[src/rtl/uart_pkg.sv]
// Shared types and constants for the buffered UART transmitter.
package uart_pkg;

  localparam int unsigned UART_DATA_BITS = 8;

  typedef enum logic [1:0] {
    IDLE  = 2'd0,
    START = 2'd1,
    DATA  = 2'd2,
    STOP  = 2'd3
  } tx_state_t;

endpackage

[src/rtl/uart_buffered_tx_if.sv]
// Host-side write port and status/serial outputs of the buffered UART transmitter.
interface uart_buffered_tx_if #(
  parameter int unsigned DEPTH = 16
) ();
  import uart_pkg::*;

  localparam int unsigned CNT_W = $clog2(DEPTH + 1);

  logic [UART_DATA_BITS-1:0] wr_data;
  logic                      wr_en;
  logic                      full;
  logic [CNT_W-1:0]          count;
  logic                      overflow;
  logic                      busy;
  logic                      tx;

  modport master (output wr_data, wr_en, input full, count, overflow, busy, tx);
  modport slave  (input wr_data, wr_en, output full, count, overflow, busy, tx);

endinterface

[src/rtl/uart_sync_fifo.sv]
// Single-clock first-word-fall-through FIFO with registered full/empty/count.
module uart_sync_fifo #(
  parameter int unsigned WIDTH = 8,
  parameter int unsigned DEPTH = 16
) (
  input  logic                         clk,
  input  logic                         reset,
  input  logic                         push_i,
  input  logic [WIDTH-1:0]             push_data_i,
  input  logic                         pop_i,
  output logic [WIDTH-1:0]             pop_data_o,
  output logic                         full_o,
  output logic                         empty_o,
  output logic [$clog2(DEPTH+1)-1:0]   count_o
);

  localparam int unsigned PTR_W = $clog2(DEPTH);
  localparam int unsigned CNT_W = $clog2(DEPTH + 1);

  logic [WIDTH-1:0] mem_q [DEPTH];
  logic [PTR_W-1:0] wr_ptr_q, wr_ptr_d, rd_ptr_q, rd_ptr_d;
  logic [CNT_W-1:0] cnt_q, cnt_d;
  logic             full_q, full_d, empty_q, empty_d;
  logic             push_ok, pop_ok;

  // Flags are registered, so a push while full is refused even if a pop lands on the same edge.
  assign push_ok = push_i && !full_q;
  assign pop_ok  = pop_i && !empty_q;

  always_comb begin
    wr_ptr_d = wr_ptr_q;
    rd_ptr_d = rd_ptr_q;
    cnt_d    = cnt_q;
    if (push_ok) wr_ptr_d = wr_ptr_q + PTR_W'(1);
    if (pop_ok)  rd_ptr_d = rd_ptr_q + PTR_W'(1);
    if (push_ok && !pop_ok)      cnt_d = cnt_q + CNT_W'(1);
    else if (!push_ok && pop_ok) cnt_d = cnt_q - CNT_W'(1);
    full_d  = (cnt_d == CNT_W'(DEPTH));
    empty_d = (cnt_d == '0);
  end

  always_ff @(posedge clk) begin
    if (reset) begin
      wr_ptr_q <= '0;
      rd_ptr_q <= '0;
      cnt_q    <= '0;
      full_q   <= 1'b0;
      empty_q  <= 1'b1;
    end else begin
      wr_ptr_q <= wr_ptr_d;
      rd_ptr_q <= rd_ptr_d;
      cnt_q    <= cnt_d;
      full_q   <= full_d;
      empty_q  <= empty_d;
    end
  end

  always_ff @(posedge clk) begin
    if (push_ok) mem_q[wr_ptr_q] <= push_data_i;
  end

  assign pop_data_o = mem_q[rd_ptr_q];
  assign full_o     = full_q;
  assign empty_o    = empty_q;
  assign count_o    = cnt_q;

endmodule

[src/rtl/uart_buffered_tx.sv]
// Buffered 8N1 UART transmitter: FIFO feeding a baud-counter driven frame FSM.
module uart_buffered_tx #(
  parameter int unsigned BAUD_DIV = 2083,
  parameter int unsigned DEPTH    = 16
) (
  input  logic                clk,
  input  logic                reset,
  uart_buffered_tx_if.slave   bus
);
  import uart_pkg::*;

  localparam int unsigned BAUD_W = (BAUD_DIV > 1) ? $clog2(BAUD_DIV) : 1;
  localparam int unsigned IDX_W  = $clog2(UART_DATA_BITS);
  localparam int unsigned CNT_W  = $clog2(DEPTH + 1);

  tx_state_t                 state_q, state_d;
  logic [BAUD_W-1:0]         baud_q, baud_d;
  logic [IDX_W-1:0]          idx_q, idx_d;
  logic [UART_DATA_BITS-1:0] shift_q, shift_d;
  logic                      tx_q, tx_d;
  logic                      busy_q, busy_d;
  logic                      overflow_q, overflow_d;
  logic                      tick, pop, push_ok;

  logic [UART_DATA_BITS-1:0] fifo_rd_data;
  logic                      fifo_full, fifo_empty;
  logic [CNT_W-1:0]          fifo_count;

  uart_sync_fifo #(
    .WIDTH (UART_DATA_BITS),
    .DEPTH (DEPTH)
  ) u_fifo (
    .clk         (clk),
    .reset       (reset),
    .push_i      (bus.wr_en),
    .push_data_i (bus.wr_data),
    .pop_i       (pop),
    .pop_data_o  (fifo_rd_data),
    .full_o      (fifo_full),
    .empty_o     (fifo_empty),
    .count_o     (fifo_count)
  );

  assign tick    = (baud_q == BAUD_W'(BAUD_DIV - 1));
  assign push_ok = bus.wr_en && !fifo_full;

  always_comb begin
    state_d    = state_q;
    baud_d     = baud_q;
    idx_d      = idx_q;
    shift_d    = shift_q;
    pop        = 1'b0;
    overflow_d = overflow_q | (bus.wr_en & fifo_full);

    if (state_q != IDLE) baud_d = tick ? '0 : baud_q + BAUD_W'(1);

    unique case (state_q)
      IDLE: begin
        baud_d = '0;
        if (!fifo_empty) pop = 1'b1;
      end
      START: if (tick) state_d = DATA;
      DATA: begin
        if (tick) begin
          if (idx_q == IDX_W'(UART_DATA_BITS - 1)) begin
            state_d = STOP;
          end else begin
            shift_d = shift_q >> 1;
            idx_d   = idx_q + IDX_W'(1);
          end
        end
      end
      STOP: begin
        if (tick) begin
          if (!fifo_empty) pop = 1'b1;
          else             state_d = IDLE;
        end
      end
      default: state_d = IDLE;
    endcase

    // Every pop (from IDLE or straight out of STOP) starts a fresh frame.
    if (pop) begin
      shift_d = fifo_rd_data;
      baud_d  = '0;
      idx_d   = '0;
      state_d = START;
    end

    unique case (state_d)
      START:   tx_d = 1'b0;
      DATA:    tx_d = shift_d[0];
      default: tx_d = 1'b1;
    endcase

    // Entering IDLE implies no pop this edge, so the FIFO is non-empty only via a new push.
    busy_d = (state_d != IDLE) || (fifo_count != '0) || push_ok;
  end

  always_ff @(posedge clk) begin
    if (reset) begin
      state_q    <= IDLE;
      baud_q     <= '0;
      idx_q      <= '0;
      shift_q    <= '0;
      tx_q       <= 1'b1;
      busy_q     <= 1'b0;
      overflow_q <= 1'b0;
    end else begin
      state_q    <= state_d;
      baud_q     <= baud_d;
      idx_q      <= idx_d;
      shift_q    <= shift_d;
      tx_q       <= tx_d;
      busy_q     <= busy_d;
      overflow_q <= overflow_d;
    end
  end

  assign bus.tx       = tx_q;
  assign bus.busy     = busy_q;
  assign bus.overflow = overflow_q;
  assign bus.full     = fifo_full;
  assign bus.count    = fifo_count;

endmodule

[src/flat_wrapper.sv]
// flat-port wrapper written by rule: the top's interface ports become plain ports
module uart_buffered_tx_flat import uart_pkg::*;
#(
  parameter int unsigned BAUD_DIV = 2083,
  parameter int unsigned DEPTH    = 16
)
  (clk, reset, bus_wr_data, bus_wr_en, bus_full, bus_count, bus_overflow, bus_busy, bus_tx);
  uart_buffered_tx_if #(.DEPTH(DEPTH)) bus_i ();
  input  logic clk;
  input  logic reset;
  input wire logic [$bits(bus_i.wr_data)-1:0] bus_wr_data;
  input wire logic [$bits(bus_i.wr_en)-1:0] bus_wr_en;
  output wire logic [$bits(bus_i.full)-1:0] bus_full;
  output wire logic [$bits(bus_i.count)-1:0] bus_count;
  output wire logic [$bits(bus_i.overflow)-1:0] bus_overflow;
  output wire logic [$bits(bus_i.busy)-1:0] bus_busy;
  output wire logic [$bits(bus_i.tx)-1:0] bus_tx;
  assign bus_i.wr_data = bus_wr_data;
  assign bus_i.wr_en = bus_wr_en;
  assign bus_full = bus_i.full;
  assign bus_count = bus_i.count;
  assign bus_overflow = bus_i.overflow;
  assign bus_busy = bus_i.busy;
  assign bus_tx = bus_i.tx;
  uart_buffered_tx #(.BAUD_DIV(BAUD_DIV), .DEPTH(DEPTH)) u_core (.clk(clk), .reset(reset), .bus(bus_i));
endmodule
[config.mk]
export PLATFORM = sky130hd
export DESIGN_NAME = uart_buffered_tx_flat
export DESIGN_NICKNAME = d
export VERILOG_FILES = /design/src/rtl/uart_pkg.sv /design/src/rtl/uart_buffered_tx_if.sv /design/src/rtl/uart_sync_fifo.sv /design/src/rtl/uart_buffered_tx.sv /design/src/flat_wrapper.sv
export SDC_FILE = /design/constraint.sdc
export NUM_CORES = 1
export LEC_CHECK = 0
export CAP_MARGIN = 20
export CORE_MARGIN = 10
export CORE_UTILIZATION = 35
export CTS_BUF_LIST = sky130_fd_sc_hd__clkbuf_8
export DETAILED_ROUTE_END_ITERATION = 16
export SYNTH_ARGS = -nofsm -noshare
export SYNTH_HDL_FRONTEND = slang
export SYNTH_SLANG_ARGS = --single-unit
[constraint.sdc]
create_clock -name clk -period 3.2 [get_ports clk]
set_input_delay 0.96 -clock clk [delete_from_list [all_inputs] [get_ports clk]]
set_output_delay 0.96 -clock clk [all_outputs]
set_load 0.05 [all_outputs]
Word level (Yosys, flattened, before mapping):

Memories as Yosys holds them, arrays and structs flattened. A register that Yosys moved wholly into a read port is not among the register bits.
Cells that the tools add are included.

* bitwise operators: 3
* reduce and logical (&&, ||, !) cells: 21
* order comparisons: 0
* $mul: 0
* divide/modulo/power cells: 0
* shift operators: 0
* multiplexer cells: 22
* $add $sub $neg: 6
* equality and inequality tests: 9

Operators with widths (count)
* 2-to-1 mux 8 bit: 4
* adder 12 x 1 -> 12 bit (second input constant): 1
* == test 12 bit (second input constant): 1
* 2-to-1 mux 12 bit: 1
* 2-to-1 mux 2 bit: 6
* 2-to-1 mux 5 bit: 2
* adder 4 x 1 -> 4 bit (second input constant): 2
* 2-to-1 mux 4 bit: 2
* nonzero test 2 bit: 4
* == test 2 bit (second input constant): 3
* case mux 2 bit (3 select lines): 1
* AND reduction 3 bit: 2
* adder 5 x 1 -> 5 bit (second input constant): 1
* == test 5 bit (second input constant): 1
* zero test 5 bit: 1
* nonzero test 5 bit: 1
* subtractor 5 x 1 -> 5 bit (second input constant): 1
* == test 2 x 1 -> 1 bit (second input constant): 2
* logical AND 1 bit: 4
* zero test 1 bit: 4
* 2-to-1 mux 1 bit: 4
* case mux 1 bit (2 select lines): 2
* adder 3 x 1 -> 3 bit (second input constant): 1
* == test 3 bit (second input constant): 1
* other kinds (8): 9

* bits in latches: 0
* word-level logic and storage cells: 75
* bits of input ports: 11
* bits in read-only memories: 0
* register bits: 43
* memories: 1
* RAM bits: 128
* output and inout bits: 9

Memories
* u_core.u_fifo.mem_q: words 16, width 8, rd ports 1, clocked after Yosys merged registers in 1, wr ports 1, line uart_sync_fifo.sv:20 `logic [WIDTH-1:0] mem_q [DEPTH];`

Longest topological paths before layout:

Gate-level depths: netlist of the first run.

* depth in word-level cells: 8
* mapped depth: 9
* depth with buffers taken out: 8

Cells and area by module:

From an unflattened synthesis of the first run, not the netlist that was laid out.

* cells, all modules: 456
* area, all modules: 7231.9 sq um

By module, submodules not included
* uart_sync_fifo: area an instance 5831.8 sq um, cells an instance 296, instances 1, sequential area each 4224.1 sq um
* uart_buffered_tx: area an instance 1400.1 sq um, cells an instance 160, instances 1, sequential area each 560.5 sq um

Least setup slack after synthesis of the first run:

Ideal clock, no wire load.

* path type: input-to-reg
* start: input bus_wr_en
* end: memory u_core.u_fifo.mem_q[3][0], enable pin
* setup slack: 0.507 ns
* data arrival time: 2.309 ns
* buffers on the path: 1
* stages on the path: 4
* cell sequence: nor2b_1 > clkbuf_1 > nand2_1 > nor3_1

* word-level cells in the longest chain between the ends: 3

RTL lines
* from (decl): line flat_wrapper.sv:12 `input wire logic [$bits(bus_i.wr_en)-1:0] bus_wr_en;`
* logical AND 1 bit: line uart_sync_fifo.sv:27 `assign push_ok = push_i && !full_q;`
* 2-to-1 mux 1 bit: line uart_sync_fifo.sv:59 `if (push_ok) mem_q[wr_ptr_q] <= push_data_i;`
* 2-to-1 mux 1 bit (not written as such): line uart_sync_fifo.sv:59
* to (decl): line uart_sync_fifo.sv:20

Every way passes these cells.

Worst setup path after layout of the first run:

* start: register u_core.u_fifo.cnt_q[2] (netlist: u_core.u_fifo.count_o[2])
* end: output bus_count[2]

RTL lines
* from (decl): line uart_sync_fifo.sv:22 `logic [CNT_W-1:0] cnt_q, cnt_d;`
* from (signal assigned): line uart_sync_fifo.sv:52 `cnt_q <= cnt_d;`
* to (decl): line flat_wrapper.sv:14 `output wire logic [$bits(bus_i.count)-1:0] bus_count;`

No word-level cell between the ends.

==> out/metrics.csv, run 1 <==
metric,value,unit
status,"finished, final reports clean",
end_kind,primary output,
numCtsBuffers,17,
whs,472,ps
synth_nets,496,
fin_total_pwr,5.86,mW
rows,52,
critPathMaxFanout,10,
rrSetupSlack,830,ps
viasPerCell,5.06,
final_util,41.0,%
synth_compound_area_share,4.50,%
relSlewSlack,49.8,%
portBuffers,19,
required,2240,ps
clock_latency,460,ps
slowest_delay,870,ps
gp_congestion,0.789,
drt_iter0_drc,262,
finalSetupViolations,0,
synthAdderAreaFrac,2.91,%
insertedDiodeCount,0,
leakagePower,2.66,nW
route.detailed.drc,0,
routed_wl,13.9,mm
ctsResizeCount,0,
slew_viol_final,0,
yosysWarnings,0,
drtPass1Iterations,4,
placedCellCount,757,
synth_xor_area_share,2.04,%
synth_top_family_by_area,multiplexers,
cp_cell_sequence,clkdlybuf4s50_1,
cts_root_buf,clkbuf_8,
maxCapViolations,0,
crit_type,reg -> out,
synth-edff-count,128,
syn_to_final_growth,14.4,%
synth_top_area_cell,edfxtp_1,
hpwl,9.26,mm
antenna_found_initial,0,
final_common_cell,edfxtp_1,
holdCritPathClass,reg -> reg,
layout-drive-gt1-share,21.4,%
placed_area,7910,sq um
design_area,8350,sq um
cts.sinks,175,
grt_start_max_net_pins,36,
nets,534,
start_util,35.9,%
synth-simple-area-share,9.47,%
netlist_area,7300,sq um
crit_family,buffers and inverters,
die_x,164,microns
wire_per_inst,17.7,microns
ioPinCount,20,
cts_hold_buf,0,
cts_setup_buffers,0,
yosysSeqAreaShare,65.5,%
fin_crit_sh,87.4,%
grt-ovfl-total,0,
postSynth.asyncResetShare,0,%
cts_tree,done,
arrival,1840,ps
synthFlopType,edfxtp_1,
design.die.area,27000,sq um
core_area,20400,sq um
mostFrequentLayoutCells,"edfxtp_1 (128), nor2_1 (51), dfxtp_1 (46), mux4_2 (34), buf_4 (21)",
cp.buffers_inverters,1,
max_freq,0.358,GHz
postRouteAntennaNets,0,
crit_slowest_cell,clkdlybuf4s50_1,
fin_cells,789,
place_ws,313,ps
muxShareOfSynthArea,13.6,%
clk_pin_slew,100,ps
grt.total_usage,10.8,%
finClkSkew,16.6,ps
setup_ws,404,ps
syn_inst,468,
synth_area_leaders,"edfxtp_1 (53%), dfxtp_1 (13%), mux4_2 (10%)",
power_density,701,nW/um^2
rsz0062_at_grt,false,
postSynthAreaPerCell,15.6,sq um
vias,3990,
finalHoldViolations,0,
fin_setup_tns,0,ps
cts_max_level,4,
worst_pin_slew,751,ps
peakVddDrop,0.307,mV
synth_seq_cells,175,
die_height,164,microns
clock_path_buffers,2,
min_period,2800,ps
cp-start-kind,register,
yosysUniqueCellTypes,54,
grt_pass1_vias,4103,
grt_first_pass_wirelength,22.4,mm
synth_top_area_share,52.6,%
## area by class of cell
class,count,area (sq um)
clock buffers,17,234
clock inverters,15,215
flip-flops and latches,175,4790
well taps,270,338
inverters,10,37.5
multi-input cells,261,2380
repair buffers,41,368
fillers,1812,12000
## worst reg2reg max path: stages, from the launching register on
cell and delay (ps):
dfxtp_1 390, inv_1 60, ha_1 200, nor4b_4 160
a41oi_1 530, nor2_4 200, nor4_2 450, and4b_1 240
nor2_1 40
## sequential cells by signal, indices dropped and copies added (netlist names), named ones only
signal                  cells
u_core.u_fifo.mem_q       128
u_core.baud_q              12
u_core.shift_q              8
u_core.u_fifo.count_o       5
u_core.u_fifo.rd_ptr_q      4
u_core.u_fifo.wr_ptr_q      4
u_core.idx_q                3
u_core.state_q              2
u_core.bus.busy             1
u_core.bus.overflow         1
u_core.bus.tx               1
u_core.u_fifo.empty_o       1
u_core.u_fifo.full_o        1
## worst paths after layout
check,start,endpoint,cells past startpoint
hold / removal,u_core.baud_q[0]$_SDFFE_PP0P_,u_core.baud_q[0]$_SDFFE_PP0P_,1
setup / recovery,u_core.u_fifo.count_o[2]$_SDFF_PP0_,bus_count[2],1
hold reg to reg,u_core.baud_q[0]$_SDFFE_PP0P_,u_core.baud_q[0]$_SDFFE_PP0P_,1
setup reg to reg,u_core.baud_q[0]$_SDFFE_PP0P_,u_core.bus.tx$_SDFF_PP1_,8
## power by group
group | switching [mW] | internal (mW) | leakage, nW
clock | 0.917 | 0.683 | 0.219
sequential | 0.115 | 2.59 | 1.54
combinational | 0.878 | 0.680 | 0.898
total | 1.91 | 3.95 | 2.66
## layer usage
metal / GRT usage, % / share of wire (%) / vias up
met2: 18.1 / 51 / 60
met5: 0 / 0 / -
met3: 2.96 / 3.2 / 14
met1: 13.2 / 45 / 2037
li1: - / - / 1879
met4: 3.50 / 1.5 / 0
## cells in the mapped netlist, types with 4 or more instances
cell type	number
nand3_1	4
a21oi_1	10
mux2_2	6
nand4_1	8
o21ai_0	6
nor2_1	51
xnor2_1	6
ha_1	17
mux2i_1	16
inv_1	10
edfxtp_1	128
nand2_1	17
clkbuf_1	11
xor2_1	11
a211oi_1	15
nor3_1	13
or3_1	6
buf_1	4
dfxtp_1	47
mux4_2	34
nand2b_1	4
## cell families after synthesis
logic type	Yosys count
flops	175
simple gates	126
mux	56
compound gates	45
buf+inv	32
xor+xnor	17
fa+ha+maj	17
Power figures use the tool's default switching activity.
==> run 2: changes to the inputs <==
--- a/config.mk
+++ b/config.mk
@@ -10,6 +10,7 @@
 export CORE_UTILIZATION = 35
 export CTS_BUF_LIST = sky130_fd_sc_hd__clkbuf_8
 export DETAILED_ROUTE_END_ITERATION = 16
+export SLEW_MARGIN = 10
 export SYNTH_ARGS = -nofsm -noshare
 export SYNTH_HDL_FRONTEND = slang
 export SYNTH_SLANG_ARGS = --single-unit
==> results of run 2 <==
Same layout as run 1: the final DEF is identical, and so are final timing and power.
==> run 3: changes to the inputs <==
--- a/config.mk
+++ b/config.mk
@@ -6,10 +6,12 @@
 export NUM_CORES = 1
 export LEC_CHECK = 0
 export CAP_MARGIN = 20
-export CORE_MARGIN = 10
+export CELL_PAD_IN_SITES_DETAIL_PLACEMENT = 1
+export CELL_PAD_IN_SITES_GLOBAL_PLACEMENT = 1
 export CORE_UTILIZATION = 35
 export CTS_BUF_LIST = sky130_fd_sc_hd__clkbuf_8
 export DETAILED_ROUTE_END_ITERATION = 16
+export PLACE_DENSITY_LB_ADDON = 0.1
 export SLEW_MARGIN = 10
 export SYNTH_ARGS = -nofsm -noshare
 export SYNTH_HDL_FRONTEND = slang
==> run 3 against run 2 <==
Compared with the run above: flip-flop and latch count unchanged; maximum frequency decreased by 0.13%; sequential power about the same; critical path depth unchanged; via count decreased by 0.50%; cell area decreased by 0.64%; register-to-register slack got worse by 60 ps; clock skew increased by 4.3 ps; largest cell class unchanged; highest routed layer unchanged.
==> out/metrics.csv, run 3 (synthesis gave the netlist of run 1 again) <==
metric,value,unit,change
status,"finished, final reports clean",,
wire_per_inst,19.8,microns,+12%
rsz0062_at_grt,false,,
crit_type,reg -> out,,
portBuffers,19,,unchanged
clk_pin_slew,100,ps,about the same
cts_tree,done,,
slowest_delay,870,ps,about the same
ioPinCount,20,,unchanged
leakagePower,2.65,nW,-0.44%
grt-ovfl-total,0,,unchanged
slew_viol_final,0,,unchanged
mostFrequentLayoutCells,"edfxtp_1 (128), nor2_1 (51), dfxtp_1 (46), mux4_2 (34), buf_4 (21)",,
grt_start_max_net_pins,36,,unchanged
worst_pin_slew,649,ps,-103 ps
clock_latency,460,ps,about the same
worstSetupStartpoint,u_core.u_fifo.count_o[2]$_SDFF_PP0_,,
die_height,146,microns,-11%
hpwl,10.2,mm,+9.7%
fin_setup_tns,0,ps,unchanged
critPathMaxFanout,10,,unchanged
peakVddDrop,0.280,mV,-8.8%
arrival,1840,ps,about the same
relSlewSlack,56.6,%,+6.8 points
min_period,2800,ps,+3.58 ps
syn_to_final_growth,13.6,%,
max_freq,0.357,GHz,-0.13%
insertedDiodeCount,0,,unchanged
finalHoldViolations,0,,unchanged
ctsResizeCount,0,,unchanged
end_kind,primary output,,
cts.sinks,175,,unchanged
gp_congestion,0.794,,+0.60%
grt_pass1_vias,4288,,+4.5%
grt_first_pass_wirelength,24.9,mm,+11%
cp.buffers_inverters,1,,unchanged
cp_cell_sequence,clkdlybuf4s50_1,,
clock_path_buffers,2,,unchanged
cts_root_buf,clkbuf_8,,
antenna_found_initial,0,,unchanged
design.die.area,21500,sq um,-21%
grt.total_usage,15.8,%,+5.0 points
core_area,20400,sq um,unchanged
fillers,2059,,+14%
holdCritPathClass,reg -> reg,,
maxCapViolations,0,,unchanged
hp-start,u_core.baud_q[0]$_SDFFE_PP0P_,,
numCtsBuffers,17,,unchanged
vias,3970,,-0.50%
nets,534,,unchanged
top_regs,"u_core.u_fifo.mem_q: 128 flops, u_core.baud_q: 12 flops, u_core.shift_q: 8 flops",,
fin_total_pwr,5.82,mW,-0.69%
drt_iter0_drc,199,,-24%
cts_hold_buf,0,,unchanged
die_x,146,microns,-11%
cp-start-kind,register,,
largest_register_ffs,128,,unchanged
start_util,35.9,%,unchanged
required,2240,ps,about the same
multi_input_area,2380,sq um,unchanged
finClkSkew,20.9,ps,+4.33 ps
final_common_cell,edfxtp_1,,
postRouteAntennaNets,0,,unchanged
r2r_start,u_core.state_q[0]$_SDFF_PP0_,,
viasPerCell,5.03,,-0.50%
cts_setup_buffers,0,,unchanged
regMostFlops,u_core.u_fifo.mem_q,,
area.sequential,4790,sq um,unchanged
routed_wl,15.6,mm,+12%
crit_family,buffers and inverters,,
crit_slowest_cell,clkdlybuf4s50_1,,
route.detailed.drc,0,,unchanged
layout-drive-gt1-share,21.2,%,-0.19 points
finalSetupViolations,0,,unchanged
whs,477,ps,+5.16 ps
drtPass1Iterations,4,,unchanged
fin_crit_sh,87.5,%,+0.11 points
power_density,701,nW/um^2,about the same
rows,52,,unchanged
cts_max_level,4,,unchanged
-- run 3: cell count changes in the layout (fill, tap and decap cells not counted), sizes merged --
cell    before  now
clkinv      10    4
inv         14   20
-- run 3: final cells by class --
cell class | count | area share (%)
clock inverter | 15 | 1.94
timing repair buffer | 41 | 4.43
sequential | 175 | 57.7
inverter | 10 | 0.452
tap | 270 | 4.07
clock buffer | 17 | 2.82
multi-input combinational | 261 | 28.6
-- run 3: power breakdown --
part           switching, mW  internal [mW]  total [mW]
Combinational          0.889          0.679        1.57
Clock                  0.892          0.653        1.55
Sequential             0.118           2.59        2.71
-- run 3: path summary, 6_finish.rpt --
| path | slack, ps | to | depth (start not counted) |
|---|---|---|---|
| worst min register to register | 480 | u_core.baud_q[0]$_SDFFE_PP0P_ | 1 |
| worst min-delay path | 480 | u_core.baud_q[0]$_SDFFE_PP0P_ | 1 |
| worst max-delay path | 400 | bus_count[2] | 1 |
| worst max register to register | 770 | u_core.bus.tx$_SDFF_PP1_ | 7 |
-- run 3: stage by stage --
| step | worst slack, ps | utilization, % | instances | instance area, sq um |
|---|---|---|---|---|
| 2_1_floorplan | 507 | - | 468 | 7300 |
| 3_3_place_gp | 450 | 38.8 | 757 | 7910 |
| 3_5_place_dp | 400 | 38.8 | 757 | 7910 |
| 4_1_cts | 349 | 40.8 | 789 | 8300 |
| 5_1_grt | 293 | 40.8 | 789 | 8300 |
| 6_report | 400 | 40.8 | 789 | 8300 |
-- run 3: per-layer routing --
layer  vias to the layer above  global-route usage [%]  wire [microns]
met4                         0                    5.31             235
met1                      2040                    20.0            7150
met3                        17                    3.53             277
met2                        34                    26.7            7920
met5                         -                       0               0
li1                       1879                       -               -
